==> src/rtl/arith_pipe_pkg.sv <==
// Shared widths, narrowing modes and signed range helpers
// for the handshaked arithmetic pipeline and later DSP blocks.
package arith_pipe_pkg;

    localparam int ARITH_WRAP = 0;
    localparam int ARITH_SAT  = 1;

    function automatic int sum_w(input int w);
        return w + 1;
    endfunction

    function automatic int diff_w(input int w);
        return w + 2;
    endfunction

    function automatic int prod_w(input int w);
        return 3 * w + 2;
    endfunction

    // Largest value representable in an ow-bit signed number.
    function automatic logic signed [63:0] s_max(input int ow);
        return (64'sd1 <<< (ow - 1)) - 64'sd1;
    endfunction

    // Smallest value representable in an ow-bit signed number.
    function automatic logic signed [63:0] s_min(input int ow);
        return -(64'sd1 <<< (ow - 1));
    endfunction

endpackage

==> src/rtl/arith_pipe_hs_if.sv <==
// Operand/result handshake bundle for arith_pipe_hs.
// master: operand source + result sink; slave: the pipeline.
interface arith_pipe_hs_if #(
    parameter int W     = 9,
    parameter int OUT_W = 16
);
    logic                    in_valid;
    logic                    in_ready;
    logic [W-1:0]            a;
    logic [W-1:0]            b;
    logic [W-1:0]            c;
    logic [W-1:0]            d;
    logic [W-1:0]            e;
    logic                    out_valid;
    logic                    out_ready;
    logic signed [OUT_W-1:0] h;
    logic                    ovf;

    modport master (
        output in_valid, a, b, c, d, e, out_ready,
        input  in_ready, out_valid, h, ovf
    );

    modport slave (
        input  in_valid, a, b, c, d, e, out_ready,
        output in_ready, out_valid, h, ovf
    );
endinterface

==> src/rtl/arith_pipe_hs_sat_narrow.sv <==
// sat_narrow: signed IN_W -> OUT_W narrowing, clamp or wrap.
// in_i: full value; out_o: narrowed; ovf_o: in_i did not fit.
module sat_narrow
    import arith_pipe_pkg::*;
#(
    parameter int IN_W  = 29,
    parameter int OUT_W = 16,
    parameter int SAT   = ARITH_SAT
) (
    input  logic signed [IN_W-1:0]  in_i,
    output logic signed [OUT_W-1:0] out_o,
    output logic                    ovf_o
);
    localparam logic signed [63:0] MAX64 = s_max(OUT_W);
    localparam logic signed [63:0] MIN64 = s_min(OUT_W);

    // The value fits iff every bit from the OUT_W sign bit
    // upward is a copy of the sign. With IN_W == OUT_W this
    // is a single bit, so ovf_o is constant 0.
    logic [IN_W-OUT_W:0] top;

    assign top   = in_i[IN_W-1:OUT_W-1];
    assign ovf_o = ~((&top) | ~(|top));

    always_comb begin
        out_o = in_i[OUT_W-1:0];
        if (SAT == ARITH_SAT && ovf_o) begin
            if (in_i[IN_W-1]) begin
                out_o = MIN64[OUT_W-1:0];
            end else begin
                out_o = MAX64[OUT_W-1:0];
            end
        end
    end
endmodule

==> src/rtl/arith_pipe_hs.sv <==
// 4-stage pipeline: H = A*E*((A+B)-(C+D)), signed OUT_W result.
// Ports: clk, rst_n, io (operands in / result out), busy.
module arith_pipe_hs
    import arith_pipe_pkg::*;
#(
    parameter int W     = 9,
    parameter int OUT_W = 16,
    parameter int SAT   = ARITH_SAT
) (
    input  logic           clk,
    input  logic           rst_n,
    arith_pipe_hs_if.slave io,
    output logic           busy
);
    localparam int SW = sum_w(W);
    localparam int DW = diff_w(W);
    localparam int GW = 2 * W + 2;
    localparam int PW = prod_w(W);

    logic stall;
    logic accept;

    logic v1_q, v2_q, v3_q, v4_q;

    logic [SW-1:0] x1_q, x1_d;
    logic [SW-1:0] x2_q, x2_d;
    logic [W-1:0]  a1_q, e1_q;
    logic [W-1:0]  a2_q, e2_q;
    logic [W-1:0]  a3_q;

    logic signed [DW-1:0]    f_q, f_d;
    logic signed [GW-1:0]    g_q, g_d;
    logic signed [PW-1:0]    p;
    logic signed [OUT_W-1:0] h_q, h_d;
    logic                    ovf_q, ovf_d;

    // Global stall: the whole pipe freezes, bubbles included.
    assign stall  = v4_q & ~io.out_ready;
    assign accept = io.in_valid & ~stall;

    assign io.in_ready  = ~stall;
    assign io.out_valid = v4_q;
    assign io.h         = h_q;
    assign io.ovf       = ovf_q;
    assign busy         = v1_q | v2_q | v3_q | v4_q;

    always_comb begin
        x1_d = SW'(io.a) + SW'(io.b);
        x2_d = SW'(io.c) + SW'(io.d);
        f_d  = $signed({1'b0, x1_q}) - $signed({1'b0, x2_q});
        // Unsigned e/a are zero-extended, then everything is
        // widened to the product width before multiplying.
        g_d  = GW'($signed({1'b0, e2_q})) * GW'(f_q);
        p    = PW'($signed({1'b0, a3_q})) * PW'(g_q);
    end

    sat_narrow #(
        .IN_W  (PW),
        .OUT_W (OUT_W),
        .SAT   (SAT)
    ) u_narrow (
        .in_i  (p),
        .out_o (h_d),
        .ovf_o (ovf_d)
    );

    always_ff @(posedge clk or negedge rst_n) begin
        if (!rst_n) begin
            v1_q  <= 1'b0;
            v2_q  <= 1'b0;
            v3_q  <= 1'b0;
            v4_q  <= 1'b0;
            x1_q  <= '0;
            x2_q  <= '0;
            a1_q  <= '0;
            e1_q  <= '0;
            a2_q  <= '0;
            e2_q  <= '0;
            a3_q  <= '0;
            f_q   <= '0;
            g_q   <= '0;
            h_q   <= '0;
            ovf_q <= 1'b0;
        end else if (!stall) begin
            v1_q  <= accept;
            v2_q  <= v1_q;
            v3_q  <= v2_q;
            v4_q  <= v3_q;
            x1_q  <= x1_d;
            x2_q  <= x2_d;
            a1_q  <= io.a;
            e1_q  <= io.e;
            a2_q  <= a1_q;
            e2_q  <= e1_q;
            f_q   <= f_d;
            a3_q  <= a2_q;
            g_q   <= g_d;
            h_q   <= h_d;
            ovf_q <= ovf_d;
        end
    end
endmodule

==> src/flat_wrapper.sv <==
// flat-port wrapper written by rule: the top's interface ports become plain ports
module arith_pipe_hs_flat import arith_pipe_pkg::*;
#(
    parameter int W     = 9,
    parameter int OUT_W = 16,
    parameter int SAT   = ARITH_SAT
)
  (clk, rst_n, busy, io_in_valid, io_a, io_b, io_c, io_d, io_e, io_out_ready, io_in_ready, io_out_valid, io_h, io_ovf);
  arith_pipe_hs_if #(.W(W), .OUT_W(OUT_W)) io_i ();
  input  logic clk;
  input  logic rst_n;
  output logic busy;
  input wire logic [$bits(io_i.in_valid)-1:0] io_in_valid;
  input wire logic [$bits(io_i.a)-1:0] io_a;
  input wire logic [$bits(io_i.b)-1:0] io_b;
  input wire logic [$bits(io_i.c)-1:0] io_c;
  input wire logic [$bits(io_i.d)-1:0] io_d;
  input wire logic [$bits(io_i.e)-1:0] io_e;
  input wire logic [$bits(io_i.out_ready)-1:0] io_out_ready;
  output wire logic [$bits(io_i.in_ready)-1:0] io_in_ready;
  output wire logic [$bits(io_i.out_valid)-1:0] io_out_valid;
  output wire logic [$bits(io_i.h)-1:0] io_h;
  output wire logic [$bits(io_i.ovf)-1:0] io_ovf;
  assign io_i.in_valid = io_in_valid;
  assign io_i.a = io_a;
  assign io_i.b = io_b;
  assign io_i.c = io_c;
  assign io_i.d = io_d;
  assign io_i.e = io_e;
  assign io_i.out_ready = io_out_ready;
  assign io_in_ready = io_i.in_ready;
  assign io_out_valid = io_i.out_valid;
  assign io_h = io_i.h;
  assign io_ovf = io_i.ovf;
  arith_pipe_hs #(.W(W), .OUT_W(OUT_W), .SAT(SAT)) u_core (.clk(clk), .rst_n(rst_n), .io(io_i), .busy(busy));
endmodule
==> config.mk <==
export PLATFORM = sky130hd
export DESIGN_NAME = arith_pipe_hs_flat
export DESIGN_NICKNAME = d
export VERILOG_FILES = /design/src/rtl/arith_pipe_pkg.sv /design/src/rtl/arith_pipe_hs_if.sv /design/src/rtl/arith_pipe_hs_sat_narrow.sv /design/src/rtl/arith_pipe_hs.sv /design/src/flat_wrapper.sv
export SDC_FILE = /design/constraint.sdc
export NUM_CORES = 1
export LEC_CHECK = 0
export CELL_PAD_IN_SITES_DETAIL_PLACEMENT = 0
export CELL_PAD_IN_SITES_GLOBAL_PLACEMENT = 1
export CORE_MARGIN = 2
export CORE_UTILIZATION = 44
export CTS_CLUSTER_SIZE = 14
export DETAILED_ROUTE_END_ITERATION = 6
export PLACE_DENSITY_LB_ADDON = 0.1
export SYNTH_ARGS = -nofsm -noshare
export SYNTH_HDL_FRONTEND = slang
export SYNTH_SLANG_ARGS = --single-unit
export TNS_END_PERCENT = 10
==> constraint.sdc <==
create_clock -name clk -period 5.9 [get_ports clk]
set_input_delay 0.885 -clock clk [delete_from_list [all_inputs] [get_ports clk]]
set_output_delay 0.885 -clock clk [all_outputs]
set_load 0.03 [all_outputs]
### After elaboration in Yosys (flattened, before gate mapping)

Cells that the tools add are included.

| storage, ports and cells | value |
|---|---|
| register bits after elaboration | 117 |
| output and inout bits | 20 |
| word-level logic and storage cells | 34 |

| operators by class | value |
|---|---|
| add/subtract/negate cells | 3 |
| $mul | 2 |
| mux-type cells | 2 |
| bitwise gates (word level) | 10 |
| reductions and logical operators | 2 |

Operators by type and width:

| cell | count |
|---|---|
| $mux W16 | 2 |
| $mul A10 B20 Y29 | 1 |
| $add A9 B9 Y10 | 2 |
| $mul A10 B11 Y20 | 1 |
| $reduce_and A14 Y1 | 1 |
| $reduce_or A14 Y1 | 1 |
| $sub A10 B10 Y11 | 1 |
| $not A1 Y1 | 4 |
| $or A1 B1 Y1 | 4 |
| $and A1 B1 Y1 | 2 |

### Logic depth before layout (Yosys ltp)

Gate-level depths: netlist of run 1.

| logic depth | value |
|---|---|
| depth after elaboration | 5 |
| mapped depth | 26 |
| mapped depth without buffers | 23 |

### Hierarchy

A second synthesis of run 1 with hierarchy kept.

| second synthesis, totals | value |
|---|---|
| cells, all modules | 1,836 |
| area, all modules | 15,748.9 sq um |

By module, submodules not included:

| module | instances | cells an instance | area an instance (sq um) | sequential area each (sq um) |
|---|---|---|---|---|
| arith_pipe_hs | 1 | 1,792 | 15,461.1 | 2,927.8 |
| sat_narrow | 1 | 44 | 287.8 | 0.0 |

### Least setup slack after synthesis of run 1

No wires, ideal clock.

| path | value |
|---|---|
| path kind | register to register |
| from | register u_core.a3_q[3] |
| to | register u_core.h_q[4] (netlist: u_core.io.h[4]) |
| library setup time | 0.126 ns |
| arrival time | 5.874 ns |
| required time | 5.774 ns |
| path slack | -0.101 ns |
| cell stages (with the launch flop) | 27 |
| buffers on the path | 3 |
| clock period less this slack | 6.001 ns |
| path through | dfrtp_1 > clkbuf_1 > nand2_1 > fa_1 > inv_1 > fa_1 > inv_1 > fa_1 > inv_1 > fa_1 > inv_1 > fa_1 > inv_1 > ha_1 > buf_2 > a211oi_2 > o21ai_1 > o211ai_2 > a21oi_2 > o31ai_2 > o21ai_1 > nor3_1 > nor2_1 > nand4_1 > a21oi_2 > buf_6 > a221o_1 |

| on the way | value |
|---|---|
| word-level cells in the longest chain between the ends | 5 |

Ends and longest elaborated chain:

| what | line | RTL |
|---|---|---|
| from (decl) | arith_pipe_hs.sv:29 | `logic [W-1:0] a3_q;` |
| from (signal assigned) | arith_pipe_hs.sv:96 | `a3_q <= a2_q;` |
| $mul A10 B20 Y29 (*) | arith_pipe_hs.sv:54 | `p = PW'($signed({1'b0, a3_q})) * PW'(g_q);` |
| $reduce_or A14 Y1 | arith_pipe_hs_sat_narrow.sv:23 | `assign ovf_o = ~((&top) \| ~(\|top));` |
| $not A1 Y1 | arith_pipe_hs_sat_narrow.sv:23 |  |
| $or A1 B1 Y1 | arith_pipe_hs_sat_narrow.sv:23 |  |
| $mux W16 (*) | arith_pipe_hs_sat_narrow.sv:27 | `if (SAT == ARITH_SAT && ovf_o) begin` |
| to (signal assigned) | arith_pipe_hs.sv:82 | `h_q <= '0;` |
| to (signal assigned) | arith_pipe_hs.sv:98 | `h_q <= h_d;` |
| to (decl) | arith_pipe_hs.sv:34 | `logic signed [OUT_W-1:0] h_q, h_d;` |

Every way passes the cells marked *; elsewhere a longest branch is shown, timed or not.
A chain may end at the register's enable or synchronous reset.

### Final worst setup path of run 1

| path | value |
|---|---|
| from | register u_core.a3_q[1] |
| to | register u_core.h_q[10] (netlist: u_core.io.h[10]) |

Same word-level chain as after synthesis.

==> results of run 1 <==
==> cell usage in the layout (no fill, tap or decap), types with 3 or more instances in the layout <==
cell type        count
a211oi_1             3
a21o_1              21
a21oi_1             69
a21oi_4              4
a221o_1             16
a31oi_1              3
and2_1             178
and3_1               7
buf_12               9
buf_4              128
clkbuf_16           17
clkdlybuf4s50_1     67
clkinv_4             4
dfrtp_1            101
dfrtp_2             16
fa_1               231
fa_2                 3
ha_1               130
ha_4                 4
inv_1              269
inv_6                4
nand2_1            296
nand2b_1            11
nand3_1             12
nand4_1              5
nor2_1              62
nor2b_1             10
nor3_1              14
o21a_1               6
o21ai_0             30
o21ai_1              6
o21ai_2              4
o21bai_1             8
o31ai_1              9
or3_1                6
xnor2_1             44
xnor2_2              3
xor2_1              16
==> Yosys cell counts, drive strengths merged (7+ instances only) <==
cell | number | area, um2
nor3 | 17 | 85.1
nor2b | 11 | 68.8
o31ai | 10 | 80.1
xor2 | 17 | 149
nor2 | 64 | 243
inv | 271 | 1020
nand2 | 297 | 1110
ha | 134 | 1680
o21ai | 40 | 200
xnor2 | 47 | 419
buf | 12 | 63.8
dfrtp | 117 | 2930
and2 | 178 | 1110
nand2b | 11 | 68.8
clkbuf | 74 | 279
o21bai | 8 | 60.1
a221o | 16 | 160
and3 | 7 | 43.8
fa | 234 | 4680
a21o | 22 | 173
nand3 | 13 | 65.1
a21oi | 75 | 409
==> sequential cells by signal (all words and copies together), names as in the netlist, 9 cells and up <==
register and flops:
u_core.a2_q 9, u_core.x2_q 10, u_core.g_q 20, u_core.e2_q 9, u_core.a3_q 9, u_core.io.h 16, u_core.e1_q 9, u_core.x1_q 10
u_core.f_q 11, u_core.a1_q 9
==> critical path, cell delays in order (launching register included) <==
cell	delay, ns
dfrtp_1	0.40
buf_12	0.15
buf_8	0.13
nand2_2	0.05
fa_1	0.49
inv_1	0.05
fa_1	0.51
inv_1	0.05
fa_1	0.47
inv_1	0.05
fa_1	0.52
inv_1	0.05
fa_1	0.54
inv_2	0.05
ha_4	0.25
a211oi_4	0.26
o21ai_1	0.11
o211ai_2	0.26
a21oi_4	0.12
o31a_1	0.34
a311oi_2	0.25
nand4_1	0.18
nor2_1	0.15
nor2_2	0.07
buf_12	0.14
a221o_1	0.26
==> final cells by class <==
| type | instances | area [um2] | share of cell area [%] |
|---|---|---|---|
| multi-input combinational | 1266 | 11600 | 62.3 |
| sequential | 117 | 2950 | 15.9 |
| timing repair buffer | 207 | 1850 | 9.95 |
| inverter | 272 | 1020 | 5.51 |
| tap | 461 | 577 | 3.10 |
| clock buffer | 18 | 439 | 2.36 |
| clock inverter | 14 | 165 | 0.889 |
==> final timing paths <==
path / slack, ns / cells past startpoint / to
max in group asynchronous: 3.93 / 2 / u_core.f_q[5]
worst max register to register: -0.15 / 25 / u_core.io.h[10]
worst min-delay path: 0.46 / 1 / u_core.io.h[14]
worst min register to register: 0.46 / 2 / u_core.a3_q[1]
worst max-delay path: -0.15 / 25 / u_core.io.h[10]
min in group clk: 0.46 / 2 / u_core.a3_q[1]
==> per-layer routing <==
metal  up-vias  track usage [%]  routed length, um
met2       154             41.5              20300
met1      5898             27.6              16500
met3        35             3.40               1110
met4         0             5.17                671
met5         -                0                  0
li1       5704                -                  -
==> through the flow <==
step	std cells	cell area, um2	setup slack (ns)
after floorplan	1741	15700	0.00778
after global placement	2313	17600	-0.337
after detailed placement	2313	17600	-0.515
after CTS	2355	18500	-0.167
after global routing	2355	18600	-0.399
final	2355	18600	-0.150
==> repair_timing <==
| item | CTS | global route |
|---|---|---|
| resized for setup | 39 | 23 |
| buffers inserted | 10 | 0 |
| endpoints found under the setup margin | 16 | 18 |
| pin swaps | 27 | 5 |
| hold buffers | 0 | 0 |
==> cells by family (layout without fill, tap and decap cells) <==
kind of cell / count (synthesis) / count (layout)
compound gates: 212 / 212
xor+xnor: 64 / 64
fa+ha+maj: 368 / 368
buf+inv: 358 / 511
flops: 117 / 117
simple gates: 622 / 622
==> impl_metrics.csv, run 1 <==
group,metric,value,unit
floorplan,num_rows,69,
run_status,status,"finished, violations left",
critical_path,r2r-start,"u_core.a3_q[1]",
cells_and_area,areaGrowthSynthToFinish,18.7,%
routing,first_pass_iters,5,
critical_path,crit_start,"u_core.a3_q[1]",
yosys,synth_nets,2158,
yosys,asyncSetResetFlopFracSynth,100,%
sta,fin_crit,6.05,ns
yosys,synth_compound_area_share,9.28,%
sta,setup_viol,16,
cells_and_area,fin_nets,2298,
routing,ant_nets,0,
cells_and_area,nFillCells,3328,
routing,drc,0,
sta,clock_skew,0.0112,ns
clocking,cts_root_buf,"clkbuf_16",
yosys,synth_top_family_by_area,"adder cells",
floorplan,core,35300,um2
yosys,synthXorXnorAreaFrac,3.63,%
sta,fin_crit_sh,103,%
routing,drt_iter0_drc,450,
placed_design,dp_hpwl,30400,um
critical_path,end_kind,"flip-flop",
clocking,clk_latency,0.44,ns
yosys,synth.ff_latch_count,117,
cells_and_area,fin_util,52.6,%
clocking,cts_buffers,17,
yosys,yosys_warnings,0,
yosys,synth_area,15700,um2
yosys,ys_seq_area_share,18.7,%
placed_design,gp_congestion,0.846,
worst_hold_path,min-delay-path-class,"in -> async",
yosys,synthAdderAreaFrac,40.6,%
routing,drt-wirelength-per-cell,16.4,um
sta,whs,0.458,ns
grt,grt_first_pass_wirelength,64600,um
floorplan,initial_utilization,44.3,%
sta,hold_violations,0,
yosys,synth_mux_area_share,0,%
clocking,cts_tree,"built",
critical_path,critPathMaxFanout,14,
cells_and_area,diodes,0,
critical_path,critPathRequiredTime,6.21,ns
routing,vias_per_cell,5.01,
sta,relSlewSlack,35.9,%
grt,overflow,0,
yosys,yosys_most_used_dff,"dfrtp_1",
sta,final_max_slew_viol_count,0,
critical_path,worstSetupStartpointType,"flip-flop",
yosys,syn_area_per_cell,8.99,um2
sta,rsz0062_at_grt,"true",
grt,grt_max_degree,91,
run_status,violations,"setup timing",
grt,antenna_found_initial,0,
floorplan,pin_count,69,
floorplan,die_height,193,um
sta,fin_setup_tns,-2.00,ns
sta,worstMarginPinSlew,0.961,ns
floorplan,die_area,37100,um2
routing,vias,11800,
routing,routed_wl,38600,um
clocking,cts_buffer_depth,2,
yosys,synth.distinct_cells,68,
yosys,synth_edf_count,0,
critical_path,cp.arrival,6.36,ns
clocking,htree_num_levels,4,
grt,grt_pass1_vias,12600,
placed_design,io_buffer_count,68,
cells_and_area,layout-drive-gt1-share,12.4,%
floorplan,die_width,193,um
yosys,yosys.area_share.simple,19.1,%
yosys,syn_inst,1741,
clocking,cts_sinks,117,
sta,finalWorstSetupSlack,-0.150,ns
job,cap_violations,0,
critical_path,critical_path_class,"reg -> reg",
grt,track_usage,22.5,%
sta,fmax,165,MHz
clocking,clk_pin_slew,0.07,ns
Power of run 1 is not shown: default switching activity piles up to over one toggle a cycle in this logic, so the estimate is an artifact.
==> inputs of run 2 (changes only) <==
--- a/config.mk
+++ b/config.mk
@@ -12,6 +12,7 @@
 export CTS_CLUSTER_SIZE = 14
 export DETAILED_ROUTE_END_ITERATION = 6
 export PLACE_DENSITY_LB_ADDON = 0.1
+export SLEW_MARGIN = 5
 export SYNTH_ARGS = -nofsm -noshare
 export SYNTH_HDL_FRONTEND = slang
 export SYNTH_SLANG_ARGS = --single-unit
==> results of run 2 <==
The final DEF is identical to that of run 1; final timing and power are the same.
Power of run 2 is left out for the same reason.
